`config.mk`:
```
export PLATFORM = sky130hd
export DESIGN_NAME = decode_stage
export DESIGN_NICKNAME = d
export VERILOG_FILES = /design/src/rtl/decode_stage.sv
export SDC_FILE = /design/constraint.sdc
export NUM_CORES = 1
export LEC_CHECK = 0
export ABC_AREA = 1
export BUFFER_PORTS_ARGS = -buffer_cell sky130_fd_sc_hd__buf_2
export CAP_MARGIN = 20
export CELL_PAD_IN_SITES_DETAIL_PLACEMENT = 1
export CELL_PAD_IN_SITES_GLOBAL_PLACEMENT = 2
export CORE_MARGIN = 10
export CORE_UTILIZATION = 23
export CTS_CLUSTER_SIZE = 8
export DETAILED_ROUTE_END_ITERATION = 8
export PLACE_DENSITY = 0.75
export REMOVE_ABC_BUFFERS = 1
export SYNTH_ARGS = -nofsm -noshare
export SYNTH_HDL_FRONTEND = slang
export SYNTH_SLANG_ARGS = --single-unit
```
`constraint.sdc`:
```
create_clock -name clk -period 2.65 [get_ports clk]
set_input_delay 0.3975 -clock clk [delete_from_list [all_inputs] [get_ports clk]]
set_output_delay 0.3975 -clock clk [all_outputs]
set_load 0.03 [all_outputs]
```
`src/rtl/decode_stage.sv`:
```
// RV32I decode stage: one-entry registered output with valid/ready handshake,
// flush, load-use bubble insertion and an optional ASCII mnemonic for debug.
module decode_stage #(
  parameter int unsigned XLEN       = 32,
  parameter int unsigned STR_CHARS  = 10,
  parameter bit          ENABLE_STR = 1'b1
) (
  input  logic                   clk,
  input  logic                   reset,
  input  logic                   in_valid,
  output logic                   in_ready,
  input  logic [31:0]            in_instr,
  input  logic [XLEN-1:0]        in_pc,
  input  logic                   flush,
  output logic                   out_valid,
  input  logic                   out_ready,
  output logic [XLEN-1:0]        out_pc,
  output logic [XLEN-1:0]        out_imm,
  output logic [4:0]             out_rd,
  output logic [4:0]             out_rs1,
  output logic [4:0]             out_rs2,
  output logic [6:0]             out_opcode,
  output logic [2:0]             out_func3,
  output logic [3:0]             out_alu_ctrl,
  output logic                   out_reg_write,
  output logic                   out_is_load,
  output logic                   out_is_store,
  output logic                   out_is_branch,
  output logic                   out_is_jump,
  output logic                   out_illegal,
  output logic [8*STR_CHARS-1:0] out_decode_str,
  output logic                   stall_load_use
);

  localparam int unsigned StrW = 8 * STR_CHARS;

  localparam logic [3:0] AluAdd = 4'h0, AluSub = 4'h1, AluXor = 4'h2, AluOr = 4'h3,
                         AluAnd = 4'h4, AluSll = 4'h5, AluSrl = 4'h6, AluSra = 4'h7,
                         AluSlt = 4'h8, AluSltu = 4'h9, AluPassB = 4'hA;

  localparam logic [6:0] OpR = 7'b0110011, OpImm = 7'b0010011, OpLoad = 7'b0000011,
                         OpStore = 7'b0100011, OpBranch = 7'b1100011, OpJal = 7'b1101111,
                         OpJalr = 7'b1100111, OpLui = 7'b0110111, OpAuipc = 7'b0010111;

  // Raw instruction fields
  logic [6:0] w_op, w_f7;
  logic [2:0] w_f3;
  assign w_op = in_instr[6:0];
  assign w_f3 = in_instr[14:12];
  assign w_f7 = in_instr[31:25];

  logic [31:0] w_imm32;
  logic [3:0]  w_alu, w_alu_f3;
  logic        w_rd_use, w_rs1_use, w_rs2_use;
  logic        w_load, w_store, w_branch, w_jump, w_illegal;
  logic [63:0] w_mn, w_mn_f3;
  logic [4:0]  w_rd, w_rs1, w_rs2;
  logic        w_reg_write;

  // ALU op and mnemonic shared by R and I-ALU formats, selected by func3
  always_comb begin
    w_alu_f3 = AluAdd;
    w_mn_f3  = 64'("ADD");
    unique case (w_f3)
      3'd0: begin w_alu_f3 = AluAdd;  w_mn_f3 = 64'("ADD");  end
      3'd1: begin w_alu_f3 = AluSll;  w_mn_f3 = 64'("SLL");  end
      3'd2: begin w_alu_f3 = AluSlt;  w_mn_f3 = 64'("SLT");  end
      3'd3: begin w_alu_f3 = AluSltu; w_mn_f3 = 64'("SLTU"); end
      3'd4: begin w_alu_f3 = AluXor;  w_mn_f3 = 64'("XOR");  end
      3'd5: begin
        w_alu_f3 = in_instr[30] ? AluSra : AluSrl;
        w_mn_f3  = in_instr[30] ? 64'("SRA") : 64'("SRL");
      end
      3'd6: begin w_alu_f3 = AluOr;   w_mn_f3 = 64'("OR");   end
      default: begin w_alu_f3 = AluAnd; w_mn_f3 = 64'("AND"); end
    endcase
  end

  // Full combinational decode of the incoming instruction
  always_comb begin
    w_imm32   = '0;
    w_alu     = AluAdd;
    w_rd_use  = 1'b0;
    w_rs1_use = 1'b0;
    w_rs2_use = 1'b0;
    w_load    = 1'b0;
    w_store   = 1'b0;
    w_branch  = 1'b0;
    w_jump    = 1'b0;
    w_illegal = 1'b0;
    w_mn      = 64'("ILLEGAL");
    unique case (w_op)
      OpR: begin
        {w_rd_use, w_rs1_use, w_rs2_use} = 3'b111;
        w_alu = w_alu_f3;
        w_mn  = w_mn_f3;
        if (w_f7 == 7'h20 && w_f3 == 3'd0) begin
          w_alu = AluSub;
          w_mn  = 64'("SUB");
        end else if (!(w_f7 == 7'h00 || (w_f7 == 7'h20 && w_f3 == 3'd5))) begin
          w_illegal = 1'b1;
        end
      end
      OpImm: begin
        {w_rd_use, w_rs1_use} = 2'b11;
        w_imm32 = {{20{in_instr[31]}}, in_instr[31:20]};
        w_alu   = w_alu_f3;
        // SLTU's immediate form is spelled SLTIU, the rest just gain an I suffix
        w_mn    = (w_f3 == 3'd3) ? 64'("SLTIU") : {w_mn_f3[55:0], 8'h49};
        if (w_f3 == 3'd1 && w_f7 != 7'h00) w_illegal = 1'b1;
        if (w_f3 == 3'd5 && w_f7 != 7'h00 && w_f7 != 7'h20) w_illegal = 1'b1;
      end
      OpLoad: begin
        {w_rd_use, w_rs1_use, w_load} = 3'b111;
        w_imm32 = {{20{in_instr[31]}}, in_instr[31:20]};
        unique case (w_f3)
          3'd0: w_mn = 64'("LB");
          3'd1: w_mn = 64'("LH");
          3'd2: w_mn = 64'("LW");
          3'd4: w_mn = 64'("LBU");
          3'd5: w_mn = 64'("LHU");
          default: w_illegal = 1'b1;
        endcase
      end
      OpStore: begin
        {w_rs1_use, w_rs2_use, w_store} = 3'b111;
        w_imm32 = {{20{in_instr[31]}}, in_instr[31:25], in_instr[11:7]};
        unique case (w_f3)
          3'd0: w_mn = 64'("SB");
          3'd1: w_mn = 64'("SH");
          3'd2: w_mn = 64'("SW");
          default: w_illegal = 1'b1;
        endcase
      end
      OpBranch: begin
        {w_rs1_use, w_rs2_use, w_branch} = 3'b111;
        w_alu   = AluSub;
        w_imm32 = {{19{in_instr[31]}}, in_instr[31], in_instr[7], in_instr[30:25],
                   in_instr[11:8], 1'b0};
        unique case (w_f3)
          3'd0: w_mn = 64'("BEQ");
          3'd1: w_mn = 64'("BNE");
          3'd4: w_mn = 64'("BLT");
          3'd5: w_mn = 64'("BGE");
          3'd6: w_mn = 64'("BLTU");
          3'd7: w_mn = 64'("BGEU");
          default: w_illegal = 1'b1;
        endcase
      end
      OpJal: begin
        {w_rd_use, w_jump} = 2'b11;
        w_imm32 = {{11{in_instr[31]}}, in_instr[31], in_instr[19:12], in_instr[20],
                   in_instr[30:21], 1'b0};
        w_mn    = 64'("JAL");
      end
      OpJalr: begin
        {w_rd_use, w_rs1_use, w_jump} = 3'b111;
        w_imm32   = {{20{in_instr[31]}}, in_instr[31:20]};
        w_mn      = 64'("JALR");
        w_illegal = (w_f3 != 3'd0);
      end
      OpLui: begin
        w_rd_use = 1'b1;
        w_alu    = AluPassB;
        w_imm32  = {in_instr[31:12], 12'h000};
        w_mn     = 64'("LUI");
      end
      OpAuipc: begin
        w_rd_use = 1'b1;
        w_imm32  = {in_instr[31:12], 12'h000};
        w_mn     = 64'("AUIPC");
      end
      default: w_illegal = 1'b1;
    endcase
    // Illegal words carry only the trap: no register usage, no class flags
    if (w_illegal) begin
      {w_rd_use, w_rs1_use, w_rs2_use} = 3'b000;
      {w_load, w_store, w_branch, w_jump} = 4'b0000;
      w_alu   = AluAdd;
      w_imm32 = '0;
      w_mn    = 64'("ILLEGAL");
    end
  end

  assign w_rd        = w_rd_use  ? in_instr[11:7]  : 5'd0;
  assign w_rs1       = w_rs1_use ? in_instr[19:15] : 5'd0;
  assign w_rs2       = w_rs2_use ? in_instr[24:20] : 5'd0;
  assign w_reg_write = w_rd_use && (in_instr[11:7] != 5'd0);

  // Output register state
  logic            r_valid, r_reg_write, r_load, r_store, r_branch, r_jump, r_illegal;
  logic [XLEN-1:0] r_pc, r_imm;
  logic [4:0]      r_rd, r_rs1, r_rs2;
  logic [6:0]      r_opcode;
  logic [2:0]      r_func3;
  logic [3:0]      r_alu;
  logic [StrW-1:0] r_str;

  // Unused source registers decode to 0, so they can never match a nonzero rd
  logic w_hazard, w_accept;
  assign w_hazard = r_valid && r_load && (r_rd != 5'd0) && in_valid &&
                    ((w_rs1 == r_rd) || (w_rs2 == r_rd));
  assign in_ready = !reset && !flush && !w_hazard && (!r_valid || out_ready);
  assign w_accept = in_valid && in_ready;
  assign stall_load_use = w_hazard;

  // Output register: reset, flush, accept, drain/bubble, else hold
  always_ff @(posedge clk) begin
    if (reset) begin
      r_valid     <= 1'b0;
      r_pc        <= '0;
      r_imm       <= '0;
      r_rd        <= '0;
      r_rs1       <= '0;
      r_rs2       <= '0;
      r_opcode    <= '0;
      r_func3     <= '0;
      r_alu       <= '0;
      r_reg_write <= 1'b0;
      r_load      <= 1'b0;
      r_store     <= 1'b0;
      r_branch    <= 1'b0;
      r_jump      <= 1'b0;
      r_illegal   <= 1'b0;
      r_str       <= StrW'(64'("RESET"));
    end else if (flush) begin
      r_valid <= 1'b0;
    end else if (w_accept) begin
      r_valid     <= 1'b1;
      r_pc        <= in_pc;
      r_imm       <= XLEN'($signed(w_imm32));
      r_rd        <= w_rd;
      r_rs1       <= w_rs1;
      r_rs2       <= w_rs2;
      r_opcode    <= w_op;
      r_func3     <= w_f3;
      r_alu       <= w_alu;
      r_reg_write <= w_reg_write;
      r_load      <= w_load;
      r_store     <= w_store;
      r_branch    <= w_branch;
      r_jump      <= w_jump;
      r_illegal   <= w_illegal;
      r_str       <= StrW'(w_mn);
    end else if (out_ready) begin
      r_valid <= 1'b0;
    end
  end

  assign out_valid      = r_valid;
  assign out_pc         = r_pc;
  assign out_imm        = r_imm;
  assign out_rd         = r_rd;
  assign out_rs1        = r_rs1;
  assign out_rs2        = r_rs2;
  assign out_opcode     = r_opcode;
  assign out_func3      = r_func3;
  assign out_alu_ctrl   = r_alu;
  assign out_reg_write  = r_reg_write;
  assign out_is_load    = r_load;
  assign out_is_store   = r_store;
  assign out_is_branch  = r_branch;
  assign out_is_jump    = r_jump;
  assign out_illegal    = r_illegal;
  assign out_decode_str = ENABLE_STR ? r_str : '0;

endmodule

```
After elaboration in Yosys (flattened, before gate mapping)
Index checks and enable logic that the tools add are counted.
{ "totals": {"regBits": 164, "in_bits": 69, "output_inout_bits": 182, "elab_cells": 120} }
{ "op_classes": {"n_eq_ne": 20, "n_mux": 43, "bitwise": 1, "n_reduce_logical": 40} }
{ "op_table": {"columns": ["operator", "n"], "rows": [
  ["$pmux W64 S9", 1],
  ["$pmux W55 S6", 1],
  ["$pmux W55 S5", 1],
  ["$pmux W31 S7", 1],
  ["$mux W64", 3],
  ["$pmux W55 S3", 1],
  ["$pmux W32 S5", 1],
  ["$mux W32", 1],
  ["$eq A7 B6 Y1 const B", 4],
  ["$pmux W4 S7", 1],
  ["$mux W1", 24],
  ["$eq A7 B7 Y1 const B", 3],
  ["$pmux W4 S4", 1],
  ["$mux W5", 3],
  ["$eq A7 B5 Y1 const B", 2],
  ["$logic_and A1 B1 Y1", 14],
  ["$eq A3 B3 Y1 const B", 4],
  ["$mux W4", 3],
  ["$reduce_or A3 Y1", 4],
  ["$reduce_or A6 Y1", 2],
  ["$eq A5 B5 Y1", 2],
  ["$reduce_bool A5 Y1", 2],
  ["$eq A7 B2 Y1 const B", 1],
  ["$logic_not A7 Y1", 1],
  ["other kinds (15)", 23]
]} }

Longest topological paths before layout
Gate-level depths: netlist (run 1).
{ "depth": {"depth_word": 16, "ltp_mapped": 23, "depth_no_buf": 20} }

Worst setup path before layout (run 1)
No wires, ideal clock.
{ "synth_path": {"path_kind": "input -> output", "start": "input in_instr[5]", "end": "output in_ready", "arrival_time_ps": 2952, "required_ps": 2253, "path_slack_ps": -700, "cell_stages": 18, "n_path_buf": 3, "path_cell_list": "buf_4 nand2_2 nor2_4 nand2_2 nand2_2 nor2_2 nand2_1 nand2_1 nor2_2 buf_6 nand3_2 xor2_1 nand3_1 nand2_1 nand2_2 buf_2 inv_1 nor3_1"} }
{ "synth_via": {"elab_chain_len": 11, "elab_cells_between_ends": 26, "classes_between": "eq/ne: 11; mux: 7; reduce/logical: 8"} }
{ "synth_lines": {"columns": ["item", "line_no", "text"], "rows": [
  ["start: declaration", "12", "input logic [31:0] in_instr,"],
  ["$eq A7 B5 Y1 (tied with other cells)", "92", "unique case (w_op)"],
  ["$reduce_or A3 Y1 (no source line) / $reduce_or A6 Y1 (equally long branches)", null, null],
  ["$pmux W1 S7 / $mux W1 (equally long branches)", "92", null],
  ["$mux W1", "176", "if (w_illegal) begin"],
  ["$mux W5, on equally long branches", "186, 187", null],
  ["$eq A5 B5 Y1", "202", "((w_rs1 == r_rd) || (w_rs2 == r_rd));"],
  ["$logic_or A1 B1 Y1 (*)", "202", null],
  ["$logic_and A1 B1 Y1 (*)", "201", "assign w_hazard = r_valid && r_load && (r_rd != 5'd0) && in_valid &&"],
  ["net stall_load_use", "32", "output logic stall_load_use"],
  ["$logic_not A1 Y1 (*)", "203", "assign in_ready = !reset && !flush && !w_hazard && (!r_valid || out_ready);"],
  ["$logic_and A1 B1 Y1 (*) (2 in series)", "203", null],
  ["end: declaration", "11", "output logic in_ready,"]
]} }
The timed path passes the listed nets; every way through them passes the cells marked *.

Worst setup path in the final report (run 1)
{ "layout_path": {"start": "input in_instr[31]", "end": "output in_ready"} }
{ "layout_via": {"elab_chain_len": 14, "elab_cells_between_ends": 26, "classes_between": "eq/ne: 4; mux: 9; reduce/logical: 13"} }
{ "layout_lines": {"columns": ["item", "line_no", "text"], "rows": [
  ["$eq A7 B6 Y1", "97, 100", null],
  ["$logic_and A1 B1 Y1", "100", "end else if (!(w_f7 == 7'h00 || (w_f7 == 7'h20 && w_f3 == 3'd5))) begin"],
  ["$logic_or A1 B1 Y1", "100", null],
  ["$mux W1", "100", null],
  ["$mux W1", "97", "if (w_f7 == 7'h20 && w_f3 == 3'd0) begin"],
  ["$pmux W1 S7 (*)", "92", null],
  ["$mux W1", "176", null],
  ["$mux W5, on equally long branches", "186, 187", null],
  ["$eq A5 B5 Y1", "202", null],
  ["$logic_or A1 B1 Y1 (*)", "202", null],
  ["$logic_and A1 B1 Y1 (*)", "201", null],
  ["$logic_not A1 Y1 (*)", "203", null],
  ["$logic_and A1 B1 Y1 (*) (2 in series)", "203", null]
]} }
Every way passes the cells marked *; elsewhere a longest branch is shown, timed or not.

==> results of run 1 <==
-- metal layers --
layer	global-route usage	wire, um	vias up	part of all wire
met2	0.245	18000	202	0.48
li1	-	-	4444	-
met3	0.0414	1880	40	0.050
met4	0.0528	665	6	0.018
met5	0	37	-	0.00099
met1	0.196	17000	4280	0.45
-- registers in the layout (all words and copies together) (netlist names) --
name / cells
out_rs2: 5
out_alu_ctrl: 4
out_imm: 32
out_is_branch: 1
out_reg_write: 1
out_func3: 3
out_is_load: 1
out_is_jump: 1
out_decode_str: 25
out_pc: 32
out_illegal: 1
out_rd: 5
out_opcode: 7
out_is_store: 1
out_rs1: 5
out_valid: 1
-- report_power, final --
group | internal, mW | total [mW] | switching (mW)
combinational | 0.451 | 1.33 | 0.884
clock | 1.31 | 2.24 | 0.934
sequential | 1.98 | 2.03 | 0.0542
total | 3.74 | 5.61 | 1.87
-- metrics by stage --
step | setup TNS (ns) | cell area [um^2] | utilization | setup slack, ns
after detailed placement | -37.01 | 9570 | 0.293 | -0.348
after CTS | -0.275 | 10300 | 0.313 | -0.148
final | -16.13 | 12000 | 0.368 | -0.297
after floorplan | -290.86 | 7070 | - | -2.33
after global placement | -25.67 | 9570 | 0.293 | -0.230
after global routing | -26.33 | 12000 | 0.368 | -0.386
-- cells in the mapped netlist, drive strengths merged (5+ instances only) --
cell type / n / share of area
buf: 83 / 0.081
a2111oi: 5 / 0.0057
inv: 217 / 0.11
nand2: 379 / 0.19
nand3: 39 / 0.028
a21oi: 18 / 0.012
nand4: 72 / 0.059
dfxtp: 125 / 0.33
clkbuf: 37 / 0.018
o21ai: 27 / 0.018
nor2: 241 / 0.12
-- area by class of cell --
cell class	instances	share of cell area
clock buffer	21	0.0374
clock inverter	10	0.00769
inverter	219	0.0706
multi-input combinational	864	0.377
sequential	125	0.208
tap	442	0.0460
timing repair buffer	367	0.254
-- worst min-delay path by stage --
stage,end,slack (ns),depth (start not counted)
final,out_pc[5],0.18,3
after global routing,out_pc[22],0.17,3
after CTS,out_pc[19],0.16,3
after detailed placement,out_decode_str[8],0.44,2
after global placement,out_decode_str[4],0.44,2
after floorplan,out_func3[0],0.53,2
-- critical path, cell delays in order --
cell and delay, ns:
buf_2 0.13, nor2_2 0.13, nand2_1 0.10, nor2_4 0.09
buf_6 0.12, a21oi_2 0.06, nand2_1 0.11, nand2_2 0.09
nor2_4 0.11, buf_12 0.13, clkbuf_16 0.14, nand3_2 0.08
nand2_1 0.09, nand2_1 0.09, nor2_2 0.12, nand3_2 0.08
nand2_2 0.09, nand2_2 0.07, inv_2 0.07, nor3_2 0.04
buf_4 0.18
-- cells by family after synthesis --
| logic type | synth area share |
|---|---|
| xor+xnor | 0.00229 |
| flops | 0.326 |
| other cells | 0.000980 |
| simple gates | 0.403 |
| compound gates | 0.0607 |
| buf+inv | 0.206 |
-- repair_timing --
item	4_1_cts	5_1_grt
gates resized for setup	18	285
cloned	1	33
pin swaps	8	73
endpoints found under the hold margin	0	0
setup buffers	6	27
setup endpoints to repair	2	127
==> summary.txt, run 1 <==
Critical path
  – Element type at the critical path end: output pin
  – Crit Path Class: primary input to output pin
  – Worst R2R Path Depth: 16
  – Worst Path Max Fanout: 5
  – Crit path launch: in_instr[31]
  – Worst R2R Setup Slack: 0.40 ns
  – Reg-to-Reg End: out_rs2[2]
  – WP data arrival: 2.55 ns
  – Worst flop-to-flop path startpoint: out_rd[1]
  – Worst setup SP type: primary input
  – Data required, critical path: 2.25 ns
  – Setup crit end: in_ready

Placed design
  – HPWL Detailed: 24700 um
  – Routability cong.: 0.892
  – Port Buffers: 204
  – Placed cell count: 1954

Synth
  – Yosys warns: 0
  – Share of flip-flops with an asynchronous set or reset: 0
  – Cell variety after synth: 40
  – Flops & latches, synth: 125
  – Synth Instances: 1281
  – Syn Std Cell Area: 7660 um^2
  – Most used DFF post-synth: dfxtp_1
  – Syn avg cell area: 5.98 um^2
  – Sequential share of the synthesized area: 0.326
  – Number of synthesized flops with an enable pin: 0

CTS
  – Clk sink count: 125
  – Maximum buffer depth of the clock tree: 2
  – # H-tree levels: 4
  – TritonCTS clock tree: yes
  – Hold buffer count at CTS: 0
  – Clk root buf: clkbuf_16
  – Worst-Skew Late Latency: 0.44 ns
  – Clock-pin slew of the registers on the worst-case setup and hold paths: 0.06 ns
  – Inserted Clock Buffers: 17

Power and ir drop
  – Leak Pwr: 6.33 nW
  – Power Density: 466 nW/um^2
  – Peak VDD IR: 0.438 mV
  – Pwr Total: 5.61 mW

Timing
  – Slew @ Worst Pin: 0.580 ns
  – FMAX: 339 MHz
  – Hold Slack: 0.175 ns
  – Skew final: 0.0133 ns
  – Final worst slack: -0.297 ns
  – Hold Violations, Final: 0
  – Crit share post-route: 1.11
  – Fin. max-slew vios: 0
  – Slew headroom: 0.603
  – Final setup viols: 123
  – Unrepaired setup endpoints after global routing: true
  – Tmin final: 2.95 ns

Cells and area
  – ANT cells: 0
  – Final Non-Filler Cells: 2048
  – Fillers: 4222
  – Share of post-route cells with drive strength above 1: 0.385
  – Most frequent cells in the layout: nand2_1, nor2_1, buf_2, inv_1, dfxtp_1
  – Area grow syn2layout: 57.0%
  – Multi-input logic area: 4540 um^2
  – Register area: 2500 um^2
  – Layout net count: 1663
  – Commonest non-fill, non-tap cell in the layout: nand2_1

Global routing
  – Vias in the first global route: 8796
  – All-layer global routing usage: 0.154
  – Initial antenna violation count: 3
  – Gr ovfl total: 0
  – Pin count of the biggest net entering global routing: 61
  – Global-route wire length before repair: 50400 um

Routing
  – Vias after detailed routing: 8972
  – Vias/cell: 4.38
  – DRT Pass-1 Iters: 5
  – WL per Instance: 18.3 um
  – ANT nets after route: 0
  – Initial DRC count: 311
  – DR DRC count: 0
  – Final wirelength: 37600 um

Worst hold path
  – Hold Path Class: primary input to flop
  – Hold path start: in_pc[5]

Job
  – Max-cap violation count: 0

Outcome
  – Status: finished with violations
  – Failing checks: setup timing

Floorplanning
  – Effective utilization at floorplan: 0.234
  – Row cnt: 66
  – Die width: 203 um
  – IO Pins: 251
  – Die area: 41000 um^2
  – DIE HEIGHT: 203 um
  – Core Area: 32700 um^2
Power figures use the tool's default switching activity.
==> inputs of run 2 (changes only) <==
- ABC_AREA: 1 -> default
- CORE_UTILIZATION: 23 -> 25
==> run 2 against run 1 <==
- the flow still finishes with violations (setup timing)
- critical endpoint unchanged
- clock-buffer cell count shrank 2
- setup slack better by 0.050 ns
- power down 6.5%
- largest cell class unchanged
==> summary.txt, run 2 <==
Critical path
  – Buf/Inv on CP: 4
  – Critical Path Most Common Cell: buf_8
  – CP Cell Sequence: buf_6 -> and4bb_2 -> nand4_1 -> nor3b_4 -> a311oi_2 -> o22ai_2 -> o221ai_4 -> inv_2 -> buf_8 -> buf_8
  – Worst R2R Setup Slack: -0.06 ns
  – WP data arrival: 2.50 ns
  – Worst Path Max Fanout: 5
  – Data required, critical path: 2.25 ns
  – CP delay by family, top: simple AND/OR/NAND/NOR gates
  – Crit-path max cell delay: 0.39 ns
  – Element type at the critical path end: output pin
  – Worst setup SP type: primary input
  – Crit Path Class: primary input to output pin
  – Slowest-stage cell, CP: a311oi_2

Floorplanning
  – DIE HEIGHT: 190 um
  – Core Area: 28700 um^2
  – Die width: 190 um
  – Die area: 36200 um^2
  – Effective utilization at floorplan: 0.253
  – Row cnt: 62
  – IO Pins: 251

Synth
  – Post-synth top area share: 0.345
  – Share of flip-flops with an asynchronous set or reset: 0
  – Syn avg cell area: 7.86 um^2
  – Most used DFF post-synth: dfxtp_1
  – Synth top area cells: dfxtp_1, buf_4, a21oi_1
  – Number of synthesized flops with an enable pin: 0
  – Yosys warns: 0
  – Synth Instances: 924
  – Commonest cells post-synth: dfxtp_1, a21oi_1, o21ai_0
  – Cell variety after synth: 74
  – Top-count cell post-synth: dfxtp_1
  – Syn Std Cell Area: 7260 um^2
  – Flops & latches, synth: 125
  – Sequential share of the synthesized area: 0.345
  – Area leader, netlist: dfxtp_1

Global routing
  – GR Util met2: 0.287
  – Gr ovfl total: 0
  – Pin count of the biggest net entering global routing: 64
  – Initial antenna violation count: 0
  – All-layer global routing usage: 0.177
  – Most Crowded Layer GR: met2
  – Vias in the first global route: 8351
  – Global-route wire length before repair: 50600 um
  – Met1 usage: 0.231
  – Met3 usage: 0.0393

Placed design
  – Post-DP Area: 9170 um^2
  – HPWL Detailed: 24300 um
  – Port Buffers: 204
  – Routability cong.: 0.886

Timing
  – Final worst slack: -0.247 ns
  – Fin. max-slew vios: 0
  – Tmin final: 2.90 ns
  – Slew @ Worst Pin: 1.21 ns
  – Slew headroom: 0.193
  – Unrepaired setup endpoints after global routing: true
  – Skew final: 0.0146 ns
  – Crit share post-route: 1.09
  – Hold Violations, Final: 0
  – Hold Slack: 0.215 ns
  – Final setup viols: 116
  – FMAX: 345 MHz

Job
  – Max-cap violation count: 0

Worst hold path
  – Hold Path Class: primary input to flop

CTS
  – Clk root buf: clkbuf_16
  – TritonCTS clock tree: yes
  – Maximum buffer depth of the clock tree: 2
  – Inserted Clock Buffers: 17
  – Clk sink count: 125
  – Worst-Skew Late Latency: 0.43 ns
  – Clock-pin slew of the registers on the worst-case setup and hold paths: 0.06 ns
  – # H-tree levels: 4

Power and ir drop
  – Peak VDD IR: 0.378 mV
  – Power Density: 463 nW/um^2
  – Leak Pwr: 4.68 nW

Routing
  – Initial DRC count: 553
  – WL per Instance: 22.2 um
  – Vias/cell: 5.17
  – DR DRC count: 0
  – ANT nets after route: 0
  – Final wirelength: 35800 um
  – DRT Pass-1 Iters: 5
  – Vias after detailed routing: 8350

Cells and area
  – Post-route cell area: 11300 um^2
  – Share of post-route cells with drive strength above 1: 0.470
  – Commonest non-fill, non-tap cell in the layout: buf_2
  – Most frequent cells in the layout: buf_2, buf_4, dfxtp_1, nand2_1, o21ai_0
  – ANT cells: 0
  – Area grow syn2layout: 55.9%
  – Layout net count: 1289

Outcome
  – Status: finished with violations
  – Failing checks: setup timing
run 2: metrics by stage:
stage               utilization  worst slack [ns]  instances  TNS, ns  total power [mW]
floorplan                     -             -2.25        819  -231.30              2.32
global placement          0.319            -0.556       1541   -56.69              2.73
CTS                       0.350            -0.159       1583   -0.262              5.11
global route              0.394            -0.309       1616   -21.13              5.44
detailed placement        0.319            -0.707       1541   -64.83              2.74
finish                    0.394            -0.247       1616   -13.38              5.25
run 2: worst paths after layout:
| check | from | end | depth (start not counted) |
|---|---|---|---|
| setup / recovery | in_instr[3] | in_ready | 10 |
| setup reg to reg | out_rd[1] | out_illegal | 13 |
| hold / removal | in_pc[31] | out_pc[31] | 3 |
| hold reg to reg | out_func3[0] | out_func3[0] | 2 |
run 2: report_power, final:
part           switching (mW)  leakage, nW  internal [mW]  total [mW]
combinational           0.650         3.41          0.357        1.01
sequential             0.0152         1.01           1.91        1.92
clock                   0.943        0.264           1.37        2.31
run 2: repair_timing:
item / in CTS / in global routing
buffers inserted: 8 / 23
resized for setup: 41 / 192
endpoints found under the setup margin: 101 / 113
pin swaps: 10 / 90
cloned: 3 / 13
hold buffers: 0 / 0
run 2: cells by family after synthesis:
logic type | count (synthesis) | share of synthesized area
DFF | 125 | 0.345
and+or+nand+nor | 287 | 0.204
xor gates and xnor gates | 5 | 0.00603
buffers and inverters | 159 | 0.121
AOI/OAI and AO/OA | 322 | 0.287
other | 2 | 0.00103
muxes | 24 | 0.0359
run 2: cell type report:
type	instances	area, um^2
fillers	3435	17400
multi-input cells	685	4850
well taps	384	480
repair buffers	381	2900
clock buffers	19	433
inverters	10	37.5
clock inverters	12	124
flip-flops and latches	125	2500
run 2: worst register-to-register path: cells and delay by family, from the launching register on:
kind,cells,cell delay [ns]
flops,1,0.37
buf+inv,6,0.79
compound gates,4,0.86
simple gates,3,0.60
run 2: routing by layer:
layer  part of all wire  up-vias
met1               0.45     4172
met5                  0        -
met3              0.057       30
li1                   -     3895
met4              0.016        0
met2               0.48      253
==> inputs of run 3 (changes only) <==
- RECOVER_POWER: default -> 25
- SETUP_SLACK_MARGIN: default -> 0.5
==> run 3 against run 2 <==
- the run still ends with setup timing left
- global-route usage up 0.65 points
- clock skew up 0.0019 ns
- sequential power about the same
- non-clock buffer count up 4
- power up 0.43%
- wire length up 0.70%
- combinational power about the same
==> summary.txt, run 3 (same netlist as run 2, synthesis figures left out) <==
Routing
  – Final wirelength: 36100 um
  – Vias after detailed routing: 8412
  – Initial DRC count: 455
  – Vias/cell: 5.19
  – DR DRC count: 0
  – WL per Instance: 22.3 um
  – DRT Pass-1 Iters: 5
  – ANT nets after route: 0

Global routing
  – All-layer global routing usage: 0.183
  – Global-route wire length before repair: 52100 um
  – Pin count of the biggest net entering global routing: 65
  – Met3 usage: 0.0388
  – Gr ovfl total: 0
  – Initial antenna violation count: 0
  – Most Crowded Layer GR: met2
  – Vias in the first global route: 8544
  – Met1 usage: 0.235
  – GR Util met2: 0.303

Floorplanning
  – DIE HEIGHT: 190 um
  – Row cnt: 62
  – IO Pins: 251
  – Core Area: 28700 um^2
  – Effective utilization at floorplan: 0.253
  – Die width: 190 um
  – Die area: 36200 um^2

Critical path
  – Worst Path Max Fanout: 6
  – Crit Path Class: primary input to output pin
  – Element type at the critical path end: output pin
  – Worst setup SP type: primary input
  – Data required, critical path: 2.25 ns
  – WP data arrival: 2.48 ns

Cells and area
  – Share of post-route cells with drive strength above 1: 0.442
  – ANT cells: 0
  – Final Non-Filler Cells: 1620
  – Most frequent cells in the layout: buf_2, buf_4, dfxtp_1, nand2_1, a21oi_1
  – Fillers: 3434
  – Register area: 2500 um^2
  – Commonest non-fill, non-tap cell in the layout: buf_2
  – Layout net count: 1293
  – Area grow syn2layout: 57.4%
  – Post-route cell area: 11400 um^2
  – Multi-input logic area: 4850 um^2

Job
  – Max-cap violation count: 0

Outcome
  – Failing checks: setup timing
  – Status: finished with violations

CTS
  – Clk sink count: 125
  – Inserted Clock Buffers: 17
  – Worst-Skew Late Latency: 0.43 ns
  – Clock-pin slew of the registers on the worst-case setup and hold paths: 0.06 ns
  – TritonCTS clock tree: yes
  – Maximum buffer depth of the clock tree: 2
  – Clk root buf: clkbuf_16
  – # H-tree levels: 4

Timing
  – Final setup viols: 84
  – Unrepaired setup endpoints after global routing: true
  – Fin. max-slew vios: 0
  – Tmin final: 2.87 ns
  – Skew final: 0.0165 ns
  – Slew @ Worst Pin: 1.21 ns
  – FMAX: 348 MHz
  – Hold Violations, Final: 0
  – Slew headroom: 0.196
  – Final worst slack: -0.225 ns
  – Crit share post-route: 1.08

Placed design
  – Placed cell count: 1541
  – HPWL Detailed: 24300 um
  – Port Buffers: 204
  – Post-DP Area: 9170 um^2
  – Routability cong.: 0.886

Power and ir drop
  – Peak VDD IR: 0.372 mV
  – Power Density: 461 nW/um^2
  – Leak Pwr: 4.57 nW

Worst hold path
  – Hold Path Class: primary input to flop
-- run 3: cell types whose count changed in the layout (fill, tap and decap cells not counted), sizes merged --
cell and change:
buf -27, bufbuf +1, clkbuf +30
-- run 3: critical path: stages --
cell	delay, ns
buf_8	0.11
and4bb_2	0.35
nand4_1	0.20
nor3b_4	0.22
buf_6	0.15
a311oi_2	0.26
o22ai_1	0.11
buf_4	0.16
o221ai_4	0.16
inv_2	0.09
buf_8	0.14
buf_8	0.13
-- run 3: metal layers --
layer  routed length [um]  vias to the layer above
li1                     -                     3914
met1                16000                     4208
met2                17500                      265
met3                 2130                       25
met4                  445                        0
met5                    0                        -
-- run 3: worst paths after layout --
kind                                  start                  to  slack [ns]  depth (start not counted)
worst max-delay path            in_instr[3]            in_ready       -0.22                         12
worst max register to register    out_rd[3]  out_decode_str[28]       -0.05                         11
worst min register to register   out_pc[24]          out_pc[24]        0.46                          2
worst min-delay path               in_pc[5]           out_pc[5]        0.21                          3
-- run 3: power by group --
group	switching, mW	total (mW)	internal, mW
sequential	0.0158	1.92	1.91
combinational	0.653	1.03	0.375
clock	0.944	2.31	1.37
total	1.61	5.27	3.65
-- run 3: layout make-up --
| class | instances | share of cell area |
|---|---|---|
| inverters | 10 | 0.00328 |
| repair buffers | 385 | 0.263 |
| flip-flops and latches | 125 | 0.219 |
| clock buffers | 19 | 0.0379 |
| well taps | 384 | 0.0420 |
| multi-input cells | 685 | 0.424 |
| clock inverters | 12 | 0.0108 |
-- run 3: through the flow --
step                setup slack, ns  hold WS, ns  power (mW)  TNS [ns]  utilization
floorplan                     -2.25        0.467        2.32   -231.30            -
global placement             -0.556        0.458        2.73    -56.69        0.319
detailed placement           -0.707        0.468        2.74    -64.83        0.319
CTS                          -0.176        0.200        5.18    -0.743        0.364
global route                 -0.319        0.200        5.45    -16.13        0.398
finish                       -0.225        0.210        5.27     -5.62        0.398
-- run 3: timing repair --
action / 4_1_cts / 5_1_grt
setup endpoints to repair: 127 / 127
hold buffers: 0 / 0
setup buffers: 12 / 18
cloned: 12 / 6
resized for setup: 74 / 175
pin swaps: 14 / 76
